[config.mk]
export PLATFORM = sky130hd
export DESIGN_NAME = apb_rr_scheduler_flat
export DESIGN_NICKNAME = d
export VERILOG_FILES = /design/src/rtl/apb_rr_scheduler_if.sv /design/src/rtl/apb_rr_scheduler.sv /design/src/flat_wrapper.sv
export SDC_FILE = /design/constraint.sdc
export NUM_CORES = 1
export LEC_CHECK = 0
export ABC_AREA = 1
export CORE_AREA = 2 2 160 162
export DETAILED_ROUTE_END_ITERATION = 16
export DIE_AREA = 0 0 162 164
export PLACE_DENSITY = 0.77
export SLEW_MARGIN = 20
export SYNTH_ARGS = -nofsm -noshare
export SYNTH_HDL_FRONTEND = slang
export SYNTH_SLANG_ARGS = --single-unit
[constraint.sdc]
create_clock -name Hclk -period 2.7 [get_ports Hclk]
set_input_delay 0.27 -clock Hclk [delete_from_list [all_inputs] [get_ports Hclk]]
set_output_delay 0.27 -clock Hclk [all_outputs]
set_load 0.02 [all_outputs]
[src/rtl/apb_rr_scheduler_if.sv]
// APB master-side bus bundle for the round-robin scheduler.
// The scheduler drives the master modport and the slave fabric uses the slave modport.
interface apb_rr_scheduler_if;
  logic [2:0]  Pselx;
  logic        Penable;
  logic        Pwrite;
  logic [31:0] Paddr;
  logic [31:0] Pwdata;
  logic        Pready;
  logic        Pslverr;
  logic [31:0] Prdata;

  modport master (
    output Pselx, Penable, Pwrite, Paddr, Pwdata,
    input  Pready, Pslverr, Prdata
  );

  modport slave (
    input  Pselx, Penable, Pwrite, Paddr, Pwdata,
    output Pready, Pslverr, Prdata
  );
endinterface

[src/rtl/apb_rr_scheduler.sv]
// Round-robin arbiter sharing one APB master among NREQ requesters.
// Each granted request runs SETUP/ACCESS with wait states, decode check and timeout.
module apb_rr_scheduler #(
  parameter int NREQ    = 4,
  parameter int TIMEOUT = 16
) (
  input  logic                 Hclk,
  input  logic                 Hresetn,
  input  logic [NREQ-1:0]      req,
  input  logic [NREQ-1:0]      req_write,
  input  logic [NREQ*32-1:0]   req_addr,
  input  logic [NREQ*32-1:0]   req_wdata,
  output logic [NREQ-1:0]      done,
  output logic                 rsp_err,
  output logic [31:0]          rsp_rdata,
  apb_rr_scheduler_if.master   apb
);
  localparam int IDX_W = $clog2(NREQ);
  localparam int CNT_W = $clog2(TIMEOUT) + 1;

  typedef enum logic [1:0] {IDLE, SETUP, ACCESS, RESP} state_t;

  state_t             state_reg;
  logic [IDX_W-1:0]   ptr_reg;
  logic [IDX_W-1:0]   idx_reg;
  logic [CNT_W-1:0]   cnt_reg;

  logic [31:0] addr_arr  [NREQ];
  logic [31:0] wdata_arr [NREQ];
  logic [2:0]  sel_arr   [NREQ];

  function automatic logic [2:0] decode_sel(input logic [31:0] a);
    case (a[31:26])
      6'h20:   decode_sel = 3'b001;
      6'h21:   decode_sel = 3'b010;
      6'h22:   decode_sel = 3'b100;
      default: decode_sel = 3'b000;
    endcase
  endfunction

  generate
    for (genvar gi = 0; gi < NREQ; gi++) begin : g_slice
      assign addr_arr[gi]  = req_addr[32*gi +: 32];
      assign wdata_arr[gi] = req_wdata[32*gi +: 32];
      assign sel_arr[gi]   = decode_sel(req_addr[32*gi +: 32]);
    end
  endgenerate

  // Rotate req so bit 0 is the requester at ptr, then pick the first set bit.
  logic [2*NREQ-1:0] req_dbl;
  logic [IDX_W:0]    off;
  logic [IDX_W:0]    sum;
  logic              found;
  logic [IDX_W-1:0]  winner;
  logic [IDX_W-1:0]  ptr_next;

  always_comb begin
    req_dbl = {req, req} >> ptr_reg;
    found   = 1'b0;
    off     = '0;
    for (int k = 0; k < NREQ; k++) begin
      if (!found && req_dbl[k]) begin
        found = 1'b1;
        off   = (IDX_W+1)'(k);
      end
    end
    sum = {1'b0, ptr_reg} + off;
    if (sum >= (IDX_W+1)'(NREQ)) sum = sum - (IDX_W+1)'(NREQ);
    winner   = sum[IDX_W-1:0];
    ptr_next = (winner == IDX_W'(NREQ-1)) ? '0 : winner + 1'b1;
  end

  logic [NREQ-1:0] one_lsb;
  assign one_lsb = {{(NREQ-1){1'b0}}, 1'b1};

  always_ff @(posedge Hclk or negedge Hresetn) begin
    if (!Hresetn) begin
      state_reg   <= IDLE;
      ptr_reg     <= '0;
      idx_reg     <= '0;
      cnt_reg     <= '0;
      apb.Pselx   <= 3'b000;
      apb.Penable <= 1'b0;
      apb.Pwrite  <= 1'b0;
      apb.Paddr   <= 32'h0;
      apb.Pwdata  <= 32'h0;
      done        <= '0;
      rsp_err     <= 1'b0;
      rsp_rdata   <= 32'h0;
    end else begin
      case (state_reg)
        IDLE: begin
          if (found) begin
            idx_reg <= winner;
            ptr_reg <= ptr_next;
            if (sel_arr[winner] != 3'b000) begin
              state_reg  <= SETUP;
              cnt_reg    <= '0;
              apb.Pselx  <= sel_arr[winner];
              apb.Paddr  <= addr_arr[winner];
              apb.Pwrite <= req_write[winner];
              apb.Pwdata <= req_write[winner] ? wdata_arr[winner] : 32'h0;
            end else begin
              // Unmapped address: answer directly without touching the bus.
              state_reg <= RESP;
              done      <= one_lsb << winner;
              rsp_err   <= 1'b1;
              rsp_rdata <= 32'h0;
            end
          end
        end
        SETUP: begin
          apb.Penable <= 1'b1;
          state_reg   <= ACCESS;
        end
        ACCESS: begin
          if (apb.Pready || cnt_reg == CNT_W'(TIMEOUT-1)) begin
            state_reg   <= RESP;
            apb.Pselx   <= 3'b000;
            apb.Penable <= 1'b0;
            apb.Pwrite  <= 1'b0;
            apb.Paddr   <= 32'h0;
            apb.Pwdata  <= 32'h0;
            done        <= one_lsb << idx_reg;
            // Pready takes priority over a coincident timeout.
            if (apb.Pready) begin
              rsp_err   <= apb.Pslverr;
              rsp_rdata <= (!apb.Pwrite && !apb.Pslverr) ? apb.Prdata : 32'h0;
            end else begin
              rsp_err   <= 1'b1;
              rsp_rdata <= 32'h0;
            end
          end else begin
            cnt_reg <= cnt_reg + 1'b1;
          end
        end
        RESP: begin
          done      <= '0;
          rsp_err   <= 1'b0;
          rsp_rdata <= 32'h0;
          state_reg <= IDLE;
        end
        default: state_reg <= IDLE;
      endcase
    end
  end
endmodule

[src/flat_wrapper.sv]
// flat-port wrapper written by rule: the top's interface ports become plain ports
module apb_rr_scheduler_flat 
#(
  parameter int NREQ    = 4,
  parameter int TIMEOUT = 16
)
  (Hclk, Hresetn, req, req_write, req_addr, req_wdata, done, rsp_err, rsp_rdata, apb_Pselx, apb_Penable, apb_Pwrite, apb_Paddr, apb_Pwdata, apb_Pready, apb_Pslverr, apb_Prdata);
  apb_rr_scheduler_if apb_i ();
  input  logic Hclk;
  input  logic Hresetn;
  input  logic [NREQ-1:0] req;
  input  logic [NREQ-1:0] req_write;
  input  logic [NREQ*32-1:0] req_addr;
  input  logic [NREQ*32-1:0] req_wdata;
  output logic [NREQ-1:0] done;
  output logic rsp_err;
  output logic [31:0] rsp_rdata;
  output wire logic [$bits(apb_i.Pselx)-1:0] apb_Pselx;
  output wire logic [$bits(apb_i.Penable)-1:0] apb_Penable;
  output wire logic [$bits(apb_i.Pwrite)-1:0] apb_Pwrite;
  output wire logic [$bits(apb_i.Paddr)-1:0] apb_Paddr;
  output wire logic [$bits(apb_i.Pwdata)-1:0] apb_Pwdata;
  input wire logic [$bits(apb_i.Pready)-1:0] apb_Pready;
  input wire logic [$bits(apb_i.Pslverr)-1:0] apb_Pslverr;
  input wire logic [$bits(apb_i.Prdata)-1:0] apb_Prdata;
  assign apb_Pselx = apb_i.Pselx;
  assign apb_Penable = apb_i.Penable;
  assign apb_Pwrite = apb_i.Pwrite;
  assign apb_Paddr = apb_i.Paddr;
  assign apb_Pwdata = apb_i.Pwdata;
  assign apb_i.Pready = apb_Pready;
  assign apb_i.Pslverr = apb_Pslverr;
  assign apb_i.Prdata = apb_Prdata;
  apb_rr_scheduler #(.NREQ(NREQ), .TIMEOUT(TIMEOUT)) u_core (.Hclk(Hclk), .Hresetn(Hresetn), .req(req), .req_write(req_write), .req_addr(req_addr), .req_wdata(req_wdata), .done(done), .rsp_err(rsp_err), .rsp_rdata(rsp_rdata), .apb(apb_i));
endmodule
==> results.py, run 1 <==
metrics = {
    "die": {
        "fp.coreArea_mm2": 0.02482,
        "rows": 58,
        "initial_utilization_pct": 32.26,
        "die_height_um": 164,
        "die_area_mm2": 0.02657,
        "floorplan.die.width_um": 162,
        "num_io_pins": 406,
    },
    "hold_path": {
        "timing.hold.worst.class": "input port to asynchronous set/reset pin",
    },
    "run_status": {
        "outcome": "complete, but fails checks",
        "failing_checks": "negative setup slack",
    },
    "placed_design": {
        "pre_cts_slack_ns": -0.4215,
        "gpl.final_weighted_congestion": 0.8981,
        "dp_hpwl_mm": 23.06,
        "dp.cells": 2024,
        "buffer_ports.inserted": 405,
        "post_dp_cell_area_mm2": 0.01273,
    },
    "yosys": {
        "synth_area_leaders": "sky130_fd_sc_hd__dfrtp_1 (37%), sky130_fd_sc_hd__nand2_1 (32%), sky130_fd_sc_hd__nor2_1 (6.1%)",
        "number_of_flops_mapped_to_enable_cells_by_yosys": 0,
        "synthTopCellsByCount": "sky130_fd_sc_hd__nand2_1 (690), sky130_fd_sc_hd__nor2_1 (130), sky130_fd_sc_hd__dfrtp_1 (117)",
        "yosys_register_bits": 117,
        "yosysUniqueCellTypes": 31,
        "synth.yosys.seq_area_share_pct": 36.56,
        "async_reset_ff_share_pct": 100.0,
        "netlist_area_mm2": 0.008008,
        "postSynthCellCount": 1314,
        "synth.top_cell.area_share_pct": 36.56,
        "post_synth.cell_area_avg_um2": 6.094,
        "synth_flop_cell": "sky130_fd_sc_hd__dfrtp_1",
        "syn_nets": 1621,
        "count_of_warnings_emitted_by_yosys": 0,
        "yosysMostFrequentCell": "sky130_fd_sc_hd__nand2_1",
        "synth_top_area_cell": "sky130_fd_sc_hd__dfrtp_1",
    },
    "timing": {
        "setup_violations": 35,
        "fmaxAchievable_mhz": 366.1,
        "tightestPinTransition_ns": 0.4986,
        "post-route-worst-setup-slack_ns": -0.03170,
        "final_min_period_over_clock_period_pct": 101.2,
        "final.min_clock_period_ns": 2.732,
        "timing.clock.skew_ns": 0.009458,
        "rsz0062_at_grt": "yes",
        "finalHoldViolations": 0,
        "slew-limit-headroom_pct": 66.76,
        "final_max_slew_viol_count": 0,
    },
    "power": {
        "power.switching_fraction_pct": 51.74,
        "combinationalPowerShare_pct": 77.3,
        "max-vdd-ir-drop_mv": 1.142,
        "power-per-cell-area_mw_per_mm2": 1533,
        "p_sw_uw": 10960,
        "clockPowerShare_pct": 10.0,
        "p_leak_uw": 0.006962,
        "p_int_uw": 10220,
        "share_seq_of_total_power_pct": 12.7,
    },
    "route": {
        "drt.antenna.violating_nets": 0,
        "detail_route.wirelength_mm": 31.62,
        "detail_route.first_pass.iterations": 5,
        "num_vias": 9996,
        "wire_per_inst_um": 15.29,
        "drt_iter0_drc": 683,
        "detail_route.drc_violations": 0,
        "detail_route.vias_per_cell": 4.834,
    },
    "cts": {
        "cts_root_buf": "sky130_fd_sc_hd__clkbuf_16",
        "cts_max_path_buffers": 2,
        "clk_pin_slew_worst_paths_ns": 0.06,
        "cts_made_buffers": 17,
        "htreeDepth": 4,
        "tritoncts_num_sinks": 117,
        "insertion_delay_ns": 0.41,
        "cts_tree": "done",
    },
    "worst_setup_path": {
        "cp_data_arrival_time_ns": 3.02,
        "worst-endpoint-required_ns": 2.99,
        "critical_path.slowest_cell": "sky130_fd_sc_hd__dfrtp_2",
        "largest_delay_contributor_family_on_the_critical_path": "simple AND/OR/NAND/NOR gates",
        "flop2flop_setup_slack_ns": -0.03,
        "timing.critical_path.cells": "inv_4 > nand2_4 > nand3_2 > nand2_2 > nand3_2 > a21boi_4 > ha_4 > buf_12 > nand2_4 > nor3_4 > a31oi_1 > nand2_1 > nand2_2 > buf_4 > nand4_4 > buf_12 > nand3_1 > nand2_1",
        "critical_path.n_buffers_inverters": 4,
        "worst_path_max_stage_delay_ns": 0.46,
        "crit_path_start_kind": "flip-flop",
        "worst_setup_path_end_kind": "flip-flop",
        "crit_path_category": "flip-flop to flip-flop",
        "timing.critical_path.fanout_max": 45,
    },
    "flow_run": {
        "max_cap_viol_count": 0,
    },
    "global_route": {
        "antenna_found_initial": 1,
        "globalRouteTotalUtil_pct": 22.08,
        "grt_pass1_vias": 9135,
        "grt_remaining_overflow": 0,
        "first_pass_grt_wire_length_mm": 46.72,
        "grt_max_degree": 59,
    },
    "finish": {
        "layout.cell_area.non_filler_mm2": 0.01381,
        "finish.cell_count_without_fillers": 2068,
        "post_route_cells_drive_above_1_share_pct": 10.94,
        "reg_top3": "u_core.apb.Paddr: 32 flops, u_core.apb.Pwdata: 32 flops, u_core.rsp_rdata: 32 flops",
        "areaGrowthSynthToFinish_pct": 72.52,
        "final_nets": 2033,
        "final_core_utilization_pct": 55.66,
    },
}
[final cells by class]
class | count | area [um^2]
Timing Repair Buffer | 483 | 4946
Multi-Input combinational cell | 1046 | 4738
Antenna cell | 1 | 2.502
Fill cell | 2304 | 11000
Clock inverter | 9 | 80.08
Clock buffer | 21 | 470.5
Inverter | 61 | 234.0
Tap cell | 330 | 412.9
Sequential cell | 117 | 2930
[power by group through the flow]
stage               clock network, uW  logic, uW  registers [uW]
global placement                    0      14700            2670
global route                     2250      18000            2750
floorplan                           0       8860            3180
detailed placement                  0      14900            2670
finish                           2120      16400            2690
CTS                              2180      15100            2660
[placed cells by master, fill, tap and decap left out, types with 3 or more instances in the layout]
master	synthesis	final
sky130_fd_sc_hd__nor3_1	9	5
sky130_fd_sc_hd__a31oi_1	17	17
sky130_fd_sc_hd__nand2_2	5	39
sky130_fd_sc_hd__nand4_1	38	38
sky130_fd_sc_hd__clkdlybuf4s50_1	0	404
sky130_fd_sc_hd__buf_6	8	7
sky130_fd_sc_hd__inv_1	57	54
sky130_fd_sc_hd__nand2_4	0	8
sky130_fd_sc_hd__clkbuf_16	0	20
sky130_fd_sc_hd__nand3_4	1	3
sky130_fd_sc_hd__clkbuf_8	0	3
sky130_fd_sc_hd__nand3_2	1	8
sky130_fd_sc_hd__nand2_1	690	646
sky130_fd_sc_hd__nand3b_1	3	3
sky130_fd_sc_hd__nor2_2	0	3
sky130_fd_sc_hd__nor2_1	130	126
sky130_fd_sc_hd__dfrtp_1	117	115
sky130_fd_sc_hd__buf_12	0	15
sky130_fd_sc_hd__a21oi_1	3	3
sky130_fd_sc_hd__nor3_2	0	3
sky130_fd_sc_hd__o21ai_0	44	42
sky130_fd_sc_hd__clkinv_2	0	5
sky130_fd_sc_hd__inv_2	3	4
sky130_fd_sc_hd__buf_4	3	51
sky130_fd_sc_hd__ha_1	7	5
sky130_fd_sc_hd__nand3_1	85	76
[logic make-up (layout without fill, tap and decap cells)]
family,Yosys count,after routing,synth area share [%]
buf+inv,151,574,8.313
mux,2,2,0.2500
compound gates,69,69,4.750
flops,117,117,36.56
other cells,0,1,0
simple gates,966,966,48.81
fa+ha+maj,7,7,1.094
xor+xnor,2,2,0.2188
[through the flow]
step | hold WS (ns) | setup TNS, ns | total power (uW)
floorplan | -0.02559 | 0 | 12030
global placement | 0.2433 | -24.34 | 17350
detailed placement | 0.2442 | -36.49 | 17530
CTS | 0.3788 | -0.0008984 | 19950
global route | 0.4061 | -18.00 | 22970
finish | 0.3680 | -0.3430 | 21180
[layer usage]
layer,vias up,GRT usage [%],share of wire [%]
li1,4929,-,-
met1,4599,26.73,40
met2,418,38.92,51
met3,50,4.646,7.0
met4,0,7.723,2.4
met5,-,0,0
[final timing paths]
path	start	cells after the start	endpoint
setup / recovery	u_core.ptr_reg[0]	18	u_core.apb.Paddr[21]
hold reg to reg	u_core.apb.Pwdata[1]	2	u_core.apb.Pwdata[1]
max in group asynchronous	Hresetn	3	u_core.ptr_reg[1]
min in group Hclk	u_core.apb.Pwdata[1]	2	u_core.apb.Pwdata[1]
setup reg to reg	u_core.ptr_reg[0]	18	u_core.apb.Paddr[21]
hold / removal	Hresetn	2	u_core.rsp_rdata[16]
[what timing repair did]
action | 4_1_cts | 5_1_grt
hold buffers | 1 | 0
setup buffers | 1 | 4
gates cloned | 1 | 6
setup endpoints to repair | 111 | 111
endpoints found under the hold margin | 50 | 0
pin swaps | 2 | 13
resized for setup | 9 | 86
Power figures use the tool's default switching activity.
==> run 2, diff against run 1 <==
Settings changed: ABC_AREA 1 to 0, CORE_AREA 2 2 160 162 to 2 2 159 161, DIE_AREA 0 0 162 164 to 0 0 161 163, PLACE_DENSITY 0.77 to 0.71.
==> results.py, run 2 <==
metrics = {
    "finish": {
        "finish.cell_count_without_fillers": 1347,
        "post_route_cells_drive_above_1_share_pct": 20.79,
        "reg_top3": "u_core.apb.Paddr: 32 flops, u_core.apb.Pwdata: 32 flops, u_core.rsp_rdata: 32 flops",
        "layout.cell_area.non_filler_mm2": 0.01253,
        "final_nets": 1309,
        "most_common_cell_after_layout_fill_and_taps_aside": "sky130_fd_sc_hd__clkdlybuf4s50_1",
        "layout.cells.most_common_list": "sky130_fd_sc_hd__clkdlybuf4s50_1 (401), sky130_fd_sc_hd__dfrtp_1 (116), sky130_fd_sc_hd__nand2_1 (86), sky130_fd_sc_hd__mux4_2 (61), sky130_fd_sc_hd__a22o_1 (60)",
        "areaGrowthSynthToFinish_pct": 92.17,
    },
    "route": {
        "detail_route.drc_violations": 0,
        "drt.antenna.violating_nets": 0,
        "detail_route.wirelength_mm": 28.02,
        "detail_route.first_pass.iterations": 4,
        "drt_iter0_drc": 339,
        "num_vias": 6579,
        "wire_per_inst_um": 20.80,
        "detail_route.vias_per_cell": 4.884,
    },
    "global_route": {
        "antenna_found_initial": 3,
        "grt_pass1_vias": 6474,
        "first_pass_grt_wire_length_mm": 37.83,
        "grt_max_degree": 49,
        "groute.layer.met3.usage_pct": 6.086,
        "globalRouteTotalUtil_pct": 19.14,
        "met1_capacity_usage_during_global_routing_pct": 23.15,
        "gr-max-usage-layer": "met2",
        "grtUsageMet2_pct": 33.11,
        "grt_remaining_overflow": 0,
    },
    "yosys": {
        "synth.top_cell.area_share_pct": 44.91,
        "yosys.area_share.xor_xnor_pct": 0.4031,
        "synth_flop_cell": "sky130_fd_sc_hd__dfrtp_1",
        "number_of_flops_mapped_to_enable_cells_by_yosys": 0,
        "netlist_area_mm2": 0.006519,
        "synth_area_leaders": "sky130_fd_sc_hd__dfrtp_1 (45%), sky130_fd_sc_hd__mux4_2 (21%), sky130_fd_sc_hd__a22o_1 (8.1%)",
        "yosys_register_bits": 117,
        "yosys.area_share.simple_pct": 11.09,
        "synth-compound-area-share_pct": 15.22,
        "yosysUniqueCellTypes": 53,
        "synth_top_area_cell": "sky130_fd_sc_hd__dfrtp_1",
        "postSynthCellCount": 548,
        "syn_nets": 855,
        "post_synth.cell_area_avg_um2": 11.90,
        "synth.yosys.seq_area_share_pct": 44.91,
        "post_synth_mux_area_share_pct": 22.57,
        "yosysMostFrequentCell": "sky130_fd_sc_hd__dfrtp_1",
        "async_reset_ff_share_pct": 100.0,
        "synthTopCellsByCount": "sky130_fd_sc_hd__dfrtp_1 (117), sky130_fd_sc_hd__nand2_1 (90), sky130_fd_sc_hd__mux4_2 (61)",
        "main_combinational_cell_family_by_area_after_synthesis": "multiplexers",
        "post_synthesis_share_of_cell_area_spent_on_full_adders_half_adders_and_majority_gates_pct": 1.344,
        "count_of_warnings_emitted_by_yosys": 0,
    },
    "timing": {
        "timing.clock.skew_ns": 0.007908,
        "slew-limit-headroom_pct": 63.08,
        "fmaxAchievable_mhz": 324.2,
        "rsz0062_at_grt": "yes",
        "tightestPinTransition_ns": 0.5384,
        "final.min_clock_period_ns": 3.084,
        "finalHoldViolations": 0,
        "final_min_period_over_clock_period_pct": 114.2,
        "setup_violations": 111,
        "post-route-worst-setup-slack_ns": -0.3842,
        "final_max_slew_viol_count": 0,
    },
    "die": {
        "num_io_pins": 406,
        "initial_utilization_pct": 26.42,
        "die_area_mm2": 0.02624,
        "die_height_um": 163,
        "floorplan.die.width_um": 161,
        "fp.coreArea_mm2": 0.02467,
        "rows": 58,
    },
    "cts": {
        "insertion_delay_ns": 0.41,
        "cts_root_buf": "sky130_fd_sc_hd__clkbuf_16",
        "cts_tree": "done",
        "htreeDepth": 4,
        "clk_pin_slew_worst_paths_ns": 0.06,
        "cts_max_path_buffers": 2,
        "tritoncts_num_sinks": 117,
        "cts_made_buffers": 17,
    },
    "placed_design": {
        "dp_hpwl_mm": 20.95,
        "gpl.final_weighted_congestion": 0.8265,
        "dp.cells": 1287,
        "buffer_ports.inserted": 405,
        "post_dp_cell_area_mm2": 0.01132,
    },
    "power": {
        "max-vdd-ir-drop_mv": 0.7734,
        "power-per-cell-area_mw_per_mm2": 1034,
        "p_leak_uw": 0.005129,
    },
    "flow_run": {
        "max_cap_viol_count": 0,
    },
    "worst_setup_path": {
        "crit_path_category": "flip-flop to flip-flop",
        "worst-endpoint-required_ns": 3.05,
        "cp_data_arrival_time_ns": 3.43,
        "crit_path_start_kind": "flip-flop",
        "worst_setup_path_end_kind": "flip-flop",
        "timing.critical_path.fanout_max": 8,
    },
    "run_status": {
        "failing_checks": "negative setup slack",
        "outcome": "complete, but fails checks",
    },
    "hold_path": {
        "timing.hold.worst.class": "input port to asynchronous set/reset pin",
    },
}
run 2: timing repair:
item	in CTS	in global routing
gates resized for setup	16	41
pin swaps	5	29
setup buffers	4	5
hold endpoints to repair	38	0
endpoints found under the setup margin	111	111
cloned	1	15
hold buffers	1	0
run 2: cells by family (layout without fill, tap and decap cells):
group | after synthesis | after routing
buffers and inverters | 60 | 526
adders and majority gates | 7 | 7
AOI/OAI and AO/OA | 134 | 134
other | 0 | 2
DFF | 117 | 117
muxes | 70 | 70
and+or+nand+nor | 157 | 158
xor gates and xnor gates | 3 | 3
run 2: worst paths after layout:
path                                            from                    end  slack, ns  cells after the start
worst max-delay path               u_core.ptr_reg[0]  u_core.apb.Pwdata[22]      -0.38                     12
worst min-delay path                         Hresetn    u_core.rsp_rdata[8]       0.39                      2
worst max register to register     u_core.ptr_reg[0]  u_core.apb.Pwdata[22]      -0.38                     12
worst min register to register  u_core.apb.Paddr[31]   u_core.apb.Paddr[31]       0.47                      2
max in group asynchronous                    Hresetn      u_core.ptr_reg[0]       1.43                      3
min in group Hclk                      apb_Prdata[9]    u_core.rsp_rdata[9]       0.42                      3
run 2: cell type report:
class	count	area, um^2
antenna	2	5.005
clock buffer	19	442.9
clock inverter	13	157.7
fill	2202	12150
inverter	16	60.06
multi-input combinational	372	3545
sequential	117	2929
tap	330	412.9
timing repair buffer	478	4975
run 2: worst max-delay path: stages (launching register included):
cell,delay [ns]
sky130_fd_sc_hd__dfrtp_2,0.46
sky130_fd_sc_hd__buf_6,0.14
sky130_fd_sc_hd__buf_4,0.15
sky130_fd_sc_hd__o221ai_4,0.19
sky130_fd_sc_hd__ha_4,0.25
sky130_fd_sc_hd__or3_4,0.35
sky130_fd_sc_hd__a211oi_4,0.20
sky130_fd_sc_hd__nor2_1,0.08
sky130_fd_sc_hd__or4b_4,0.56
sky130_fd_sc_hd__nand2_4,0.08
sky130_fd_sc_hd__and2_4,0.22
sky130_fd_sc_hd__clkbuf_16,0.18
sky130_fd_sc_hd__a22o_1,0.14
run 2: stage by stage:
step | util (%) | hold WS (ns) | total power [uW] | setup slack [ns] | setup TNS (ns)
final | 50.77 | 0.3869 | 12960 | -0.3842 | -34.89
after detailed placement | 45.88 | 0.2809 | 9767 | -0.9338 | -90.17
after global placement | 45.88 | 0.2820 | 9719 | -0.8603 | -84.86
after global routing | 50.76 | 0.4095 | 13710 | -0.5213 | -51.20
after CTS | 48.83 | 0.3796 | 12260 | -0.2890 | -25.16
after floorplan | - | -0.02559 | 7067 | -0.4036 | -34.65
run 2: report_power, final:
part	switching (uW)	internal, uW	total (uW)
sequential	247	2120	2360
clock	855	1470	2330
combinational	3760	4500	8270
total	4860	8090	13000
run 2: routing by layer:
layer	vias up	share of wire [%]
met5	-	0.064
met4	4	1.6
met3	25	7.5
met2	295	51
met1	3249	39
li1	3006	-
